<file path="src/rtl/rtc_bus_sequencer_if.sv">
// rtl/rtc_bus_sequencer_if.sv - request, result and RTC bus signals of the burst sequencer
interface rtc_bus_sequencer_if;
  logic       start;
  logic       rw;
  logic       crono;
  logic [7:0] wr_data;
  logic [3:0] wr_idx;
  logic [7:0] ad_in;
  logic [7:0] ad_out;
  logic       ad_oe;
  logic       cs_n;
  logic       rd_n;
  logic       wr_n;
  logic       ad_n;
  logic [7:0] rd_data;
  logic [3:0] rd_idx;
  logic       rd_valid;
  logic       busy;
  logic       done;

  modport master (
    input  start, rw, crono, wr_data, ad_in,
    output wr_idx, ad_out, ad_oe, cs_n, rd_n, wr_n, ad_n,
    output rd_data, rd_idx, rd_valid, busy, done
  );

  modport slave (
    output start, rw, crono, wr_data, ad_in,
    input  wr_idx, ad_out, ad_oe, cs_n, rd_n, wr_n, ad_n,
    input  rd_data, rd_idx, rd_valid, busy, done
  );
endinterface

</file>
<file path="src/rtl/rtc_bus_sequencer.sv">
// rtl/rtc_bus_sequencer.sv - burst of register accesses to the RTC over a multiplexed 8-bit bus
// Each access walks seven equal-length phases; every output is a flop loaded from next-state decode.
module rtc_bus_sequencer #(
  parameter int unsigned T_PHASE    = 10,
  parameter logic [7:0]  TIME_BASE  = 8'h21,
  parameter logic [7:0]  CRONO_BASE = 8'h41
) (
  input logic                 clk,
  input logic                 Reset,
  rtc_bus_sequencer_if.master bus
);
  localparam int unsigned   PW      = $clog2(T_PHASE);
  localparam logic [PW-1:0] PH_LAST = PW'(T_PHASE - 1);

  typedef enum logic [3:0] {
    S_IDLE, S_A_SET, S_A_STB, S_A_HLD, S_D_SET, S_D_STB, S_D_HLD, S_GAP, S_DONE
  } state_t;

  state_t        state_q, state_d;
  logic [PW-1:0] phase_q, phase_d;
  logic [3:0]    idx_q, idx_d;
  logic [3:0]    last_idx_q, last_idx_d;
  logic [7:0]    base_q, base_d;
  logic          rw_q, rw_d;
  logic          start_prev_q, start_prev_d;
  logic [7:0]    ad_out_q, ad_out_d;
  logic          ad_oe_q, ad_oe_d;
  logic          cs_n_q, cs_n_d;
  logic          rd_n_q, rd_n_d;
  logic          wr_n_q, wr_n_d;
  logic          ad_n_q, ad_n_d;
  logic [7:0]    rd_data_q, rd_data_d;
  logic [3:0]    rd_idx_q, rd_idx_d;
  logic          rd_valid_q, rd_valid_d;
  logic          busy_q, busy_d;
  logic          done_q, done_d;
  logic [7:0]    addr;

  always_comb begin
    state_d      = state_q;
    phase_d      = phase_q;
    idx_d        = idx_q;
    last_idx_d   = last_idx_q;
    base_d       = base_q;
    rw_d         = rw_q;
    start_prev_d = bus.start;

    case (state_q)
      S_IDLE: begin
        if (bus.start && !start_prev_q) begin
          rw_d       = bus.rw;
          base_d     = bus.crono ? CRONO_BASE : TIME_BASE;
          last_idx_d = bus.crono ? 4'd2 : 4'd5;
          idx_d      = 4'd0;
          phase_d    = '0;
          state_d    = S_A_SET;
        end
      end
      S_DONE: begin
        idx_d   = 4'd0;
        state_d = S_IDLE;
      end
      S_A_SET, S_A_STB, S_A_HLD, S_D_SET, S_D_STB, S_D_HLD, S_GAP: begin
        if (phase_q == PH_LAST) begin
          phase_d = '0;
          case (state_q)
            S_A_SET: state_d = S_A_STB;
            S_A_STB: state_d = S_A_HLD;
            S_A_HLD: state_d = S_D_SET;
            S_D_SET: state_d = S_D_STB;
            S_D_STB: state_d = S_D_HLD;
            S_D_HLD: state_d = S_GAP;
            default: begin
              if (idx_q == last_idx_q) begin
                state_d = S_DONE;
              end else begin
                idx_d   = idx_q + 4'd1;
                state_d = S_A_SET;
              end
            end
          endcase
        end else begin
          phase_d = phase_q + PW'(1);
        end
      end
      default: state_d = S_IDLE;
    endcase

    // Output flops are loaded from the state being entered so they line up with state_q.
    addr       = base_d + {4'b0000, idx_d};
    ad_out_d   = 8'h00;
    ad_oe_d    = 1'b0;
    cs_n_d     = 1'b1;
    rd_n_d     = 1'b1;
    wr_n_d     = 1'b1;
    ad_n_d     = 1'b1;
    busy_d     = 1'b0;
    done_d     = 1'b0;
    rd_valid_d = 1'b0;
    rd_data_d  = rd_data_q;
    rd_idx_d   = rd_idx_q;

    case (state_d)
      S_A_SET, S_A_STB, S_A_HLD: begin
        cs_n_d   = 1'b0;
        ad_n_d   = 1'b0;
        ad_oe_d  = 1'b1;
        ad_out_d = addr;
        busy_d   = 1'b1;
        wr_n_d   = (state_d != S_A_STB);
      end
      S_D_SET, S_D_STB, S_D_HLD: begin
        cs_n_d  = 1'b0;
        busy_d  = 1'b1;
        ad_oe_d = !rw_d;
        if (!rw_d) begin
          ad_out_d = (state_q == S_A_HLD) ? bus.wr_data : ad_out_q;
        end
        if (state_d == S_D_STB) begin
          rd_n_d = !rw_d;
          wr_n_d = rw_d;
        end
      end
      S_GAP:   busy_d = 1'b1;
      S_DONE:  done_d = 1'b1;
      default: busy_d = 1'b0;
    endcase

    // ad_in is captured on the edge that ends the read strobe.
    if (rw_q && state_q == S_D_STB && state_d == S_D_HLD) begin
      rd_valid_d = 1'b1;
      rd_data_d  = bus.ad_in;
      rd_idx_d   = idx_q;
    end
  end

  always_ff @(posedge clk or posedge Reset) begin
    if (Reset) begin
      state_q      <= S_IDLE;
      phase_q      <= '0;
      idx_q        <= 4'd0;
      last_idx_q   <= 4'd0;
      base_q       <= 8'h00;
      rw_q         <= 1'b0;
      start_prev_q <= 1'b0;
      ad_out_q     <= 8'h00;
      ad_oe_q      <= 1'b0;
      cs_n_q       <= 1'b1;
      rd_n_q       <= 1'b1;
      wr_n_q       <= 1'b1;
      ad_n_q       <= 1'b1;
      rd_data_q    <= 8'h00;
      rd_idx_q     <= 4'd0;
      rd_valid_q   <= 1'b0;
      busy_q       <= 1'b0;
      done_q       <= 1'b0;
    end else begin
      state_q      <= state_d;
      phase_q      <= phase_d;
      idx_q        <= idx_d;
      last_idx_q   <= last_idx_d;
      base_q       <= base_d;
      rw_q         <= rw_d;
      start_prev_q <= start_prev_d;
      ad_out_q     <= ad_out_d;
      ad_oe_q      <= ad_oe_d;
      cs_n_q       <= cs_n_d;
      rd_n_q       <= rd_n_d;
      wr_n_q       <= wr_n_d;
      ad_n_q       <= ad_n_d;
      rd_data_q    <= rd_data_d;
      rd_idx_q     <= rd_idx_d;
      rd_valid_q   <= rd_valid_d;
      busy_q       <= busy_d;
      done_q       <= done_d;
    end
  end

  assign bus.wr_idx   = idx_q;
  assign bus.ad_out   = ad_out_q;
  assign bus.ad_oe    = ad_oe_q;
  assign bus.cs_n     = cs_n_q;
  assign bus.rd_n     = rd_n_q;
  assign bus.wr_n     = wr_n_q;
  assign bus.ad_n     = ad_n_q;
  assign bus.rd_data  = rd_data_q;
  assign bus.rd_idx   = rd_idx_q;
  assign bus.rd_valid = rd_valid_q;
  assign bus.busy     = busy_q;
  assign bus.done     = done_q;
endmodule

</file>
<file path="src/flat_wrapper.sv">
// flat-port wrapper written by rule: the top's interface ports become plain ports
module rtc_bus_sequencer_flat 
#(
  parameter int unsigned T_PHASE    = 10,
  parameter logic [7:0]  TIME_BASE  = 8'h21,
  parameter logic [7:0]  CRONO_BASE = 8'h41
)
  (clk, Reset, bus_start, bus_rw, bus_crono, bus_wr_data, bus_ad_in, bus_wr_idx, bus_ad_out, bus_ad_oe, bus_cs_n, bus_rd_n, bus_wr_n, bus_ad_n, bus_rd_data, bus_rd_idx, bus_rd_valid, bus_busy, bus_done);
  rtc_bus_sequencer_if bus_i ();
  input logic clk;
  input logic Reset;
  input wire logic [$bits(bus_i.start)-1:0] bus_start;
  input wire logic [$bits(bus_i.rw)-1:0] bus_rw;
  input wire logic [$bits(bus_i.crono)-1:0] bus_crono;
  input wire logic [$bits(bus_i.wr_data)-1:0] bus_wr_data;
  input wire logic [$bits(bus_i.ad_in)-1:0] bus_ad_in;
  output wire logic [$bits(bus_i.wr_idx)-1:0] bus_wr_idx;
  output wire logic [$bits(bus_i.ad_out)-1:0] bus_ad_out;
  output wire logic [$bits(bus_i.ad_oe)-1:0] bus_ad_oe;
  output wire logic [$bits(bus_i.cs_n)-1:0] bus_cs_n;
  output wire logic [$bits(bus_i.rd_n)-1:0] bus_rd_n;
  output wire logic [$bits(bus_i.wr_n)-1:0] bus_wr_n;
  output wire logic [$bits(bus_i.ad_n)-1:0] bus_ad_n;
  output wire logic [$bits(bus_i.rd_data)-1:0] bus_rd_data;
  output wire logic [$bits(bus_i.rd_idx)-1:0] bus_rd_idx;
  output wire logic [$bits(bus_i.rd_valid)-1:0] bus_rd_valid;
  output wire logic [$bits(bus_i.busy)-1:0] bus_busy;
  output wire logic [$bits(bus_i.done)-1:0] bus_done;
  assign bus_i.start = bus_start;
  assign bus_i.rw = bus_rw;
  assign bus_i.crono = bus_crono;
  assign bus_i.wr_data = bus_wr_data;
  assign bus_i.ad_in = bus_ad_in;
  assign bus_wr_idx = bus_i.wr_idx;
  assign bus_ad_out = bus_i.ad_out;
  assign bus_ad_oe = bus_i.ad_oe;
  assign bus_cs_n = bus_i.cs_n;
  assign bus_rd_n = bus_i.rd_n;
  assign bus_wr_n = bus_i.wr_n;
  assign bus_ad_n = bus_i.ad_n;
  assign bus_rd_data = bus_i.rd_data;
  assign bus_rd_idx = bus_i.rd_idx;
  assign bus_rd_valid = bus_i.rd_valid;
  assign bus_busy = bus_i.busy;
  assign bus_done = bus_i.done;
  rtc_bus_sequencer #(.T_PHASE(T_PHASE), .TIME_BASE(TIME_BASE), .CRONO_BASE(CRONO_BASE)) u_core (.clk(clk), .Reset(Reset), .bus(bus_i));
endmodule
</file>
<file path="config.mk">
export PLATFORM = sky130hd
export DESIGN_NAME = rtc_bus_sequencer_flat
export DESIGN_NICKNAME = d
export VERILOG_FILES = /design/src/rtl/rtc_bus_sequencer_if.sv /design/src/rtl/rtc_bus_sequencer.sv /design/src/flat_wrapper.sv
export SDC_FILE = /design/constraint.sdc
export NUM_CORES = 1
export LEC_CHECK = 0
export BUFFER_PORTS_ARGS = -buffer_cell sky130_fd_sc_hd__buf_2
export CAP_MARGIN = 20
export CORE_UTILIZATION = 54
export DETAILED_ROUTE_END_ITERATION = 10
export MAX_ROUTING_LAYER = met4
export PLACE_DENSITY = 0.84
export SLEW_MARGIN = 20
export SYNTH_ARGS = -nofsm -noshare
export SYNTH_HDL_FRONTEND = slang
export SYNTH_SLANG_ARGS = --single-unit
</file>
<file path="constraint.sdc">
create_clock -name clk -period 4.3 [get_ports clk]
set_clock_uncertainty 0.15 [all_clocks]
set_input_delay 0.86 -clock clk [delete_from_list [all_inputs] [get_ports clk]]
set_output_delay 0.86 -clock clk [all_outputs]
set_load 0.02 [all_outputs]
</file>
==> reports/results.ini, run 1 <==
[min_path]
worstHoldPathType=flip-flop to flip-flop
whs_path_depth=2

[global_routing]
maximum_number_of_pins_on_one_net_before_global_route_repair=53
global_route.usage.total_pct=24.76
grt_antenna_before_repair=0
globalRoute.totalOverflow=0
grt_first_pass_wirelength_um=9225
first_global_vias=1923

[logic_synthesis]
yosys_warnings=0
syn-instance-count=250
synthesis.area_per_instance_um2=10.15
synth_compound_gate_area_share_pct=12.76
ys_dominant_reg_cell=sky130_fd_sc_hd__dfrtp_1
yosys-mux-area-fraction_pct=1.429
yosys.area_share.xor_xnor_pct=2.760
synth-seq-cells=52
synth_largest_area_cell=sky130_fd_sc_hd__dfrtp_1
synth_top_family_by_area=simple AND/OR/NAND/NOR gates
synth.yosys.seq_area_share_pct=51.45
cell_area_synth_um2=2539
syn_nets=278
synthAdderAreaFrac_pct=4.978
netlist-cell-type-count=61
most_area_consuming_cells_after_synthesis=sky130_fd_sc_hd__dfrtp_1, sky130_fd_sc_hd__nand2_1, sky130_fd_sc_hd__dfstp_2, sky130_fd_sc_hd__ha_1, sky130_fd_sc_hd__inv_1
synth_edf_count=0
yosys.area_share.simple_pct=21.88
netlist.area_leader.share_pct=47.31
share_of_async_settable_or_async_resettable_flops_after_synthesis_pct=100.0

[critical_path]
crit_fanout=10
number_of_cell_instances_on_the_worst_register_to_register_path=12
timing.setup.critical_path_class=flip-flop to flip-flop
critical_path_required_ns=4.36
cp.arrival_ns=3.77
crit_chain=or3_1 > o211ai_1 > and3_2 > a32oi_1 > o21ai_0 > ha_1 > a21o_1 > a21oi_1 > xor2_1 > xnor2_1 > nor2_1 > a221o_1
end_kind=flip-flop
crit_slowest_cell=sky130_fd_sc_hd__or3_1
worst_path_largest_cell_delay_ns=0.59
timing.critical_path.from_type=flip-flop

[die]
die-width_um=70.57
coreArea_um2=4444
floorplan.die_area_um2=4979
floorplan.initialDensity_pct=57.12
chipHeight_um=70.57
top_level_ports=53
rows=24

[finish]
finish.cell_count_without_fillers=353
mostFrequentLayoutCell=sky130_fd_sc_hd__nand2_1
final_cell_mix=sky130_fd_sc_hd__nand2_1, sky130_fd_sc_hd__buf_2, sky130_fd_sc_hd__dfrtp_1, sky130_fd_sc_hd__inv_1, sky130_fd_sc_hd__nor2_1
layout.nets=328
num-fill-cells=349
share_of_cells_above_drive_strength_1_pct=28.57
num_antenna_cells=0
final_area_um2=2900
syn2layout_area_growth_pct=14.24

[place]
placed_area_um2=2804
placed_cells_incl_taps=345
dpl.hpwl_um=3894
post-place-ws_ns=0.6268
routabilityCongestion=0.8542
io_buffer_count=52

[route]
detail-route-antenna-nets=0
first_iter_violations=172
drt_wl_total_um=5453
drc=14
avgViaCountPerCell=5.708
number_of_vias_in_the_routed_layout=2015
first_pass_iteration_count_of_the_detailed_router=7
wire_per_inst_um=15.45

[pwr]
power.sequential.fraction_pct=58.3
cell_internal_power_uw=648.4
power_frac_clock_pct=33.7
total_power_uw=874.4
power-per-cell-area_nw_per_um2=301.5
power.leakage_uw=0.001403
p_sw_uw=226.0
swShare_pct=25.85
share_comb_of_total_power_pct=7.9
peakVddDrop_v=0.0001466

[sta]
finalWorstSetupSlack_ns=0.5887
setup-tns-final_ns=0
rsz_0062_raised_after_global_routing=false
setup_viol=0
period_needed_ns=3.711
slew-limit-headroom_pct=42.34
max_clock_freq_ghz=0.2695
worst_pin_slew_ns=0.8639
finalHoldViolCount=0
layout_worst_path_cycle_share_pct=86.31
fin_max_slew_vios=0

[clock_tree]
cts_htree_levels=2
cts-buffers-inserted=5
cts.repair_timing.setup_buffer_count=0
cts.sinks=52
tritoncts_clock_tree=done
postCtsResizedCells=0
clk_latency_ns=0.31
cts_root_buffer=sky130_fd_sc_hd__clkbuf_8
cts.hold.buffers_added=0
clock_transition_at_the_register_clock_pins_on_the_worst_setup_and_hold_paths_after_cts_ns=0.10
max-clock-path-buffers=2

[status]
result_of_the_run=complete, but fails checks
failing_checks=DRC

[flow_run]
maxCapViolations=0

path summary, 6_finish.rpt:
kind	from	endpoint	slack (ns)
worst max-delay path	u_core.state_q[1]	u_core.bus.ad_out[3]	0.59
worst min-delay path	u_core.bus.rd_data[1]	u_core.bus.rd_data[1]	0.34
worst max register to register	u_core.state_q[1]	u_core.bus.ad_out[3]	0.59
worst min register to register	u_core.bus.rd_data[1]	u_core.bus.rd_data[1]	0.34
max in group asynchronous	Reset	u_core.rw_q	2.95
min in group asynchronous	Reset	u_core.bus.rd_data[1]	0.53
kinds of logic (layout without fill, tap and decap cells):
group / after synthesis / after routing
and+or+nand+nor: 110 / 110
buffers and inverters: 25 / 76
xor gates and xnor gates: 8 / 8
AOI/OAI and AO/OA: 42 / 42
adders and majority gates: 10 / 10
muxes: 3 / 3
DFF: 52 / 52
worst max-delay path, delay by kind of cell (launching register included):
family | cells | cell delay [ns]
AOI/OAI and AO/OA | 6 | 1.37
and+or+nand+nor | 3 | 0.90
DFF | 1 | 0.51
xor gates and xnor gates | 2 | 0.39
adders and majority gates | 1 | 0.31
Yosys cell counts, drive strengths merged, types with 5 or more instances:
library cell	count
inv	16
xnor2	5
nor2	14
buf	6
o21ai	8
dfrtp	48
nand3	5
nand2	57
nor3	8
ha	6
state kept, by name (all words and copies together) (netlist names), 2 cells and up:
register / flops
u_core.base_q: 8
u_core.bus.ad_out: 8
u_core.bus.rd_data: 8
u_core.bus.rd_idx: 4
u_core.bus.wr_idx: 4
u_core.last_idx_q: 2
u_core.phase_q: 4
u_core.state_q: 4
power groups by stage:
stage | Sequential [µW] | Clock, µW | Combinational (µW)
final | 510 | 295 | 69.4
after global routing | 512 | 325 | 76.3
after CTS | 510 | 299 | 70.1
after detailed placement | 519 | 0 | 70.1
after global placement | 519 | 0 | 68.1
after floorplan | 532 | 0 | 28.3
per-stage QoR:
stage	hold WS, ns	utilization [%]
5_1_grt	0.3645	65.26
3_3_place_gp	0.3021	63.09
3_5_place_dp	0.3113	63.09
6_report	0.3368	65.26
2_1_floorplan	0.2851	-
4_1_cts	0.3382	65.23
layer usage:
metal  track usage (%)  part of all wire [%]  vias to the layer above
li1                  -                     -                      966
met2             38.94                    48                       78
met1             31.74                    44                      960
met3             5.271                   6.4                       11
met4             9.778                   1.8                        0
met5                 -                     0                        -
cell type report:
type,instances,area [µm²],area share [%]
Clock buffer,5,68.82,2.373
Clock inverter,3,26.28,0.9060
Inverter,16,61.31,2.114
Multi-Input combinational cell,173,1112,38.35
Sequential cell,52,1306,45.04
Tap cell,52,65.06,2.243
Timing Repair Buffer,52,260.3,8.973
(Power assumes the default switching activity.)
==> run 2, diff against run 1 <==
CORE_MARGIN = 4   (was unset)
CTS_BUF_LIST = sky130_fd_sc_hd__clkbuf_16   (was unset)
==> reports/results.ini, run 2 (same netlist as run 1, synthesis figures left out) <==
[status]
result_of_the_run=finished clean

[route]
first_iter_violations=138
detail-route-antenna-nets=0
number_of_vias_in_the_routed_layout=1979
drt_wl_total_um=5590
avgViaCountPerCell=5.606
first_pass_iteration_count_of_the_detailed_router=4
wire_per_inst_um=15.84
drc=0

[pwr]
power.sequential.fraction_pct=52.2
power-per-cell-area_nw_per_um2=330.5
peakVddDrop_v=0.0002066
swShare_pct=23.55
p_sw_uw=229.9
power_frac_clock_pct=40.6
share_comb_of_total_power_pct=7.1
cell_internal_power_uw=746.4
power.leakage_uw=0.001420

[critical_path]
crit_slowest_cell=sky130_fd_sc_hd__or3_1
crit_chain=or3_1 > o211ai_1 > and3_2 > a32oi_1 > o21ai_0 > ha_1 > a21o_1 > a21oi_1 > maj3_1 > o21ba_2 > nor3_1 > a221o_1
cp.arrival_ns=3.82
timing.critical_path.max_delay_family=compound AO/OA/AOI/OAI gates
end_kind=flip-flop
crit_fanout=10
worst_path_largest_cell_delay_ns=0.58
timing.setup.critical_path_class=flip-flop to flip-flop
worst-path-buf-inv=0
timing.critical_path.from_type=flip-flop
critical_path_required_ns=4.33

[place]
post-place-ws_ns=0.5750
routabilityCongestion=0.8716
io_buffer_count=52
dpl.hpwl_um=4071

[die]
top_level_ports=53
die-width_um=76.57
coreArea_um2=4444
rows=24
floorplan.initialDensity_pct=57.12
floorplan.die_area_um2=5862
chipHeight_um=76.57

[clock_tree]
cts.hold.buffers_added=0
cts.repair_timing.setup_buffer_count=0
cts_root_buffer=sky130_fd_sc_hd__clkbuf_16
tritoncts_clock_tree=done
cts.sinks=52
postCtsResizedCells=0
cts-buffers-inserted=5
max-clock-path-buffers=2
clk_latency_ns=0.29
cts_htree_levels=2
clock_transition_at_the_register_clock_pins_on_the_worst_setup_and_hold_paths_after_cts_ns=0.07

[finish]
num_antenna_cells=0
syn2layout_area_growth_pct=16.36
mostFrequentLayoutCell=sky130_fd_sc_hd__nand2_1
final_cell_mix=sky130_fd_sc_hd__nand2_1, sky130_fd_sc_hd__buf_2, sky130_fd_sc_hd__dfrtp_1, sky130_fd_sc_hd__inv_1, sky130_fd_sc_hd__nor2_1
layout.nets=328
share_of_cells_above_drive_strength_1_pct=28.57

[sta]
rsz_0062_raised_after_global_routing=false
setup-tns-final_ns=0
max_clock_freq_ghz=0.2640
fin_max_slew_vios=0
period_needed_ns=3.788
layout_worst_path_cycle_share_pct=88.09
slew-limit-headroom_pct=42.99
setup_viol=0
worst_pin_slew_ns=0.8541
finalHoldViolCount=0
finalWorstSetupSlack_ns=0.5122

[global_routing]
grt-busiest-layer=met2
grt_antenna_before_repair=0
grt_use_met2_pct=32.07
grt.met1_usage_pct=26.37
maximum_number_of_pins_on_one_net_before_global_route_repair=53
first_global_vias=1943
globalRoute.totalOverflow=0
global_route.usage.met3_pct=4.846
grt_first_pass_wirelength_um=9390
global_route.usage.total_pct=20.74

[min_path]
worstHoldPathType=flip-flop to flip-flop

[flow_run]
maxCapViolations=0

[run 2: changes by cell type in the layout (fill, tap and decap cells not counted), sizes merged]
cell      before  now
clkinvlp       0    2
clkinv         3    2
inv           16   15
[run 2: power by group through the flow]
stage	registers, µW	clock network, µW	logic [µW]
6_report	510	397	69.5
5_1_grt	511	425	77.3
4_1_cts	510	400	70.7
3_5_place_dp	519	0	70.6
3_3_place_gp	519	0	68.4
2_1_floorplan	532	0	28.3
[run 2: cell type report]
type / instances / area, µm²
tap: 52 / 65.06
inverter: 16 / 61.31
timing repair buffer: 52 / 260.3
clock inverter: 3 / 23.77
sequential: 52 / 1306
clock buffer: 5 / 125.1
fill: 343 / 1490
multi-input combinational: 173 / 1112
[run 2: worst paths after layout]
| path | depth (start not counted) | slack [ns] | end | start |
|---|---|---|---|---|
| min reg2reg | 2 | 0.32 | u_core.bus.rd_data[0] | u_core.bus.rd_data[0] |
| max | 12 | 0.51 | u_core.bus.ad_out[5] | u_core.state_q[1] |
| min | 2 | 0.32 | u_core.bus.rd_data[0] | u_core.bus.rd_data[0] |
| max reg2reg | 12 | 0.51 | u_core.bus.ad_out[5] | u_core.state_q[1] |
| max in group asynchronous | 2 | 2.93 | u_core.bus.done | Reset |
| min in group asynchronous | 2 | 0.56 | u_core.bus.rd_data[7] | Reset |
[run 2: metal layers]
metal	wire length (µm)	vias up
met5	0	-
met4	106	0
met3	304	8
met2	2654	69
met1	2525	936
li1	-	966
[run 2: worst reg2reg max path, stage by stage (launching register included)]
cell and delay (ns):
sky130_fd_sc_hd__dfrtp_1 0.50, sky130_fd_sc_hd__or3_1 0.58, sky130_fd_sc_hd__o211ai_1 0.15, sky130_fd_sc_hd__and3_2 0.25, sky130_fd_sc_hd__a32oi_1 0.11, sky130_fd_sc_hd__o21ai_0 0.41
sky130_fd_sc_hd__ha_1 0.33, sky130_fd_sc_hd__a21o_1 0.17, sky130_fd_sc_hd__a21oi_1 0.35, sky130_fd_sc_hd__maj3_1 0.25, sky130_fd_sc_hd__o21ba_2 0.13, sky130_fd_sc_hd__nor3_1 0.04
sky130_fd_sc_hd__a221o_1 0.27
[run 2: stage by stage]
stage / utilization (%) / cell area, µm² / hold WS (ns) / total power, µW / instances
floorplan: - / 2539 / 0.2851 / 560.7 / 250
global placement: 63.09 / 2804 / 0.3021 / 587.4 / 345
detailed placement: 63.09 / 2804 / 0.3090 / 589.8 / 345
CTS: 66.44 / 2953 / 0.3258 / 980.8 / 353
global route: 66.47 / 2954 / 0.3589 / 1013 / 353
finish: 66.47 / 2954 / 0.3247 / 976.3 / 353
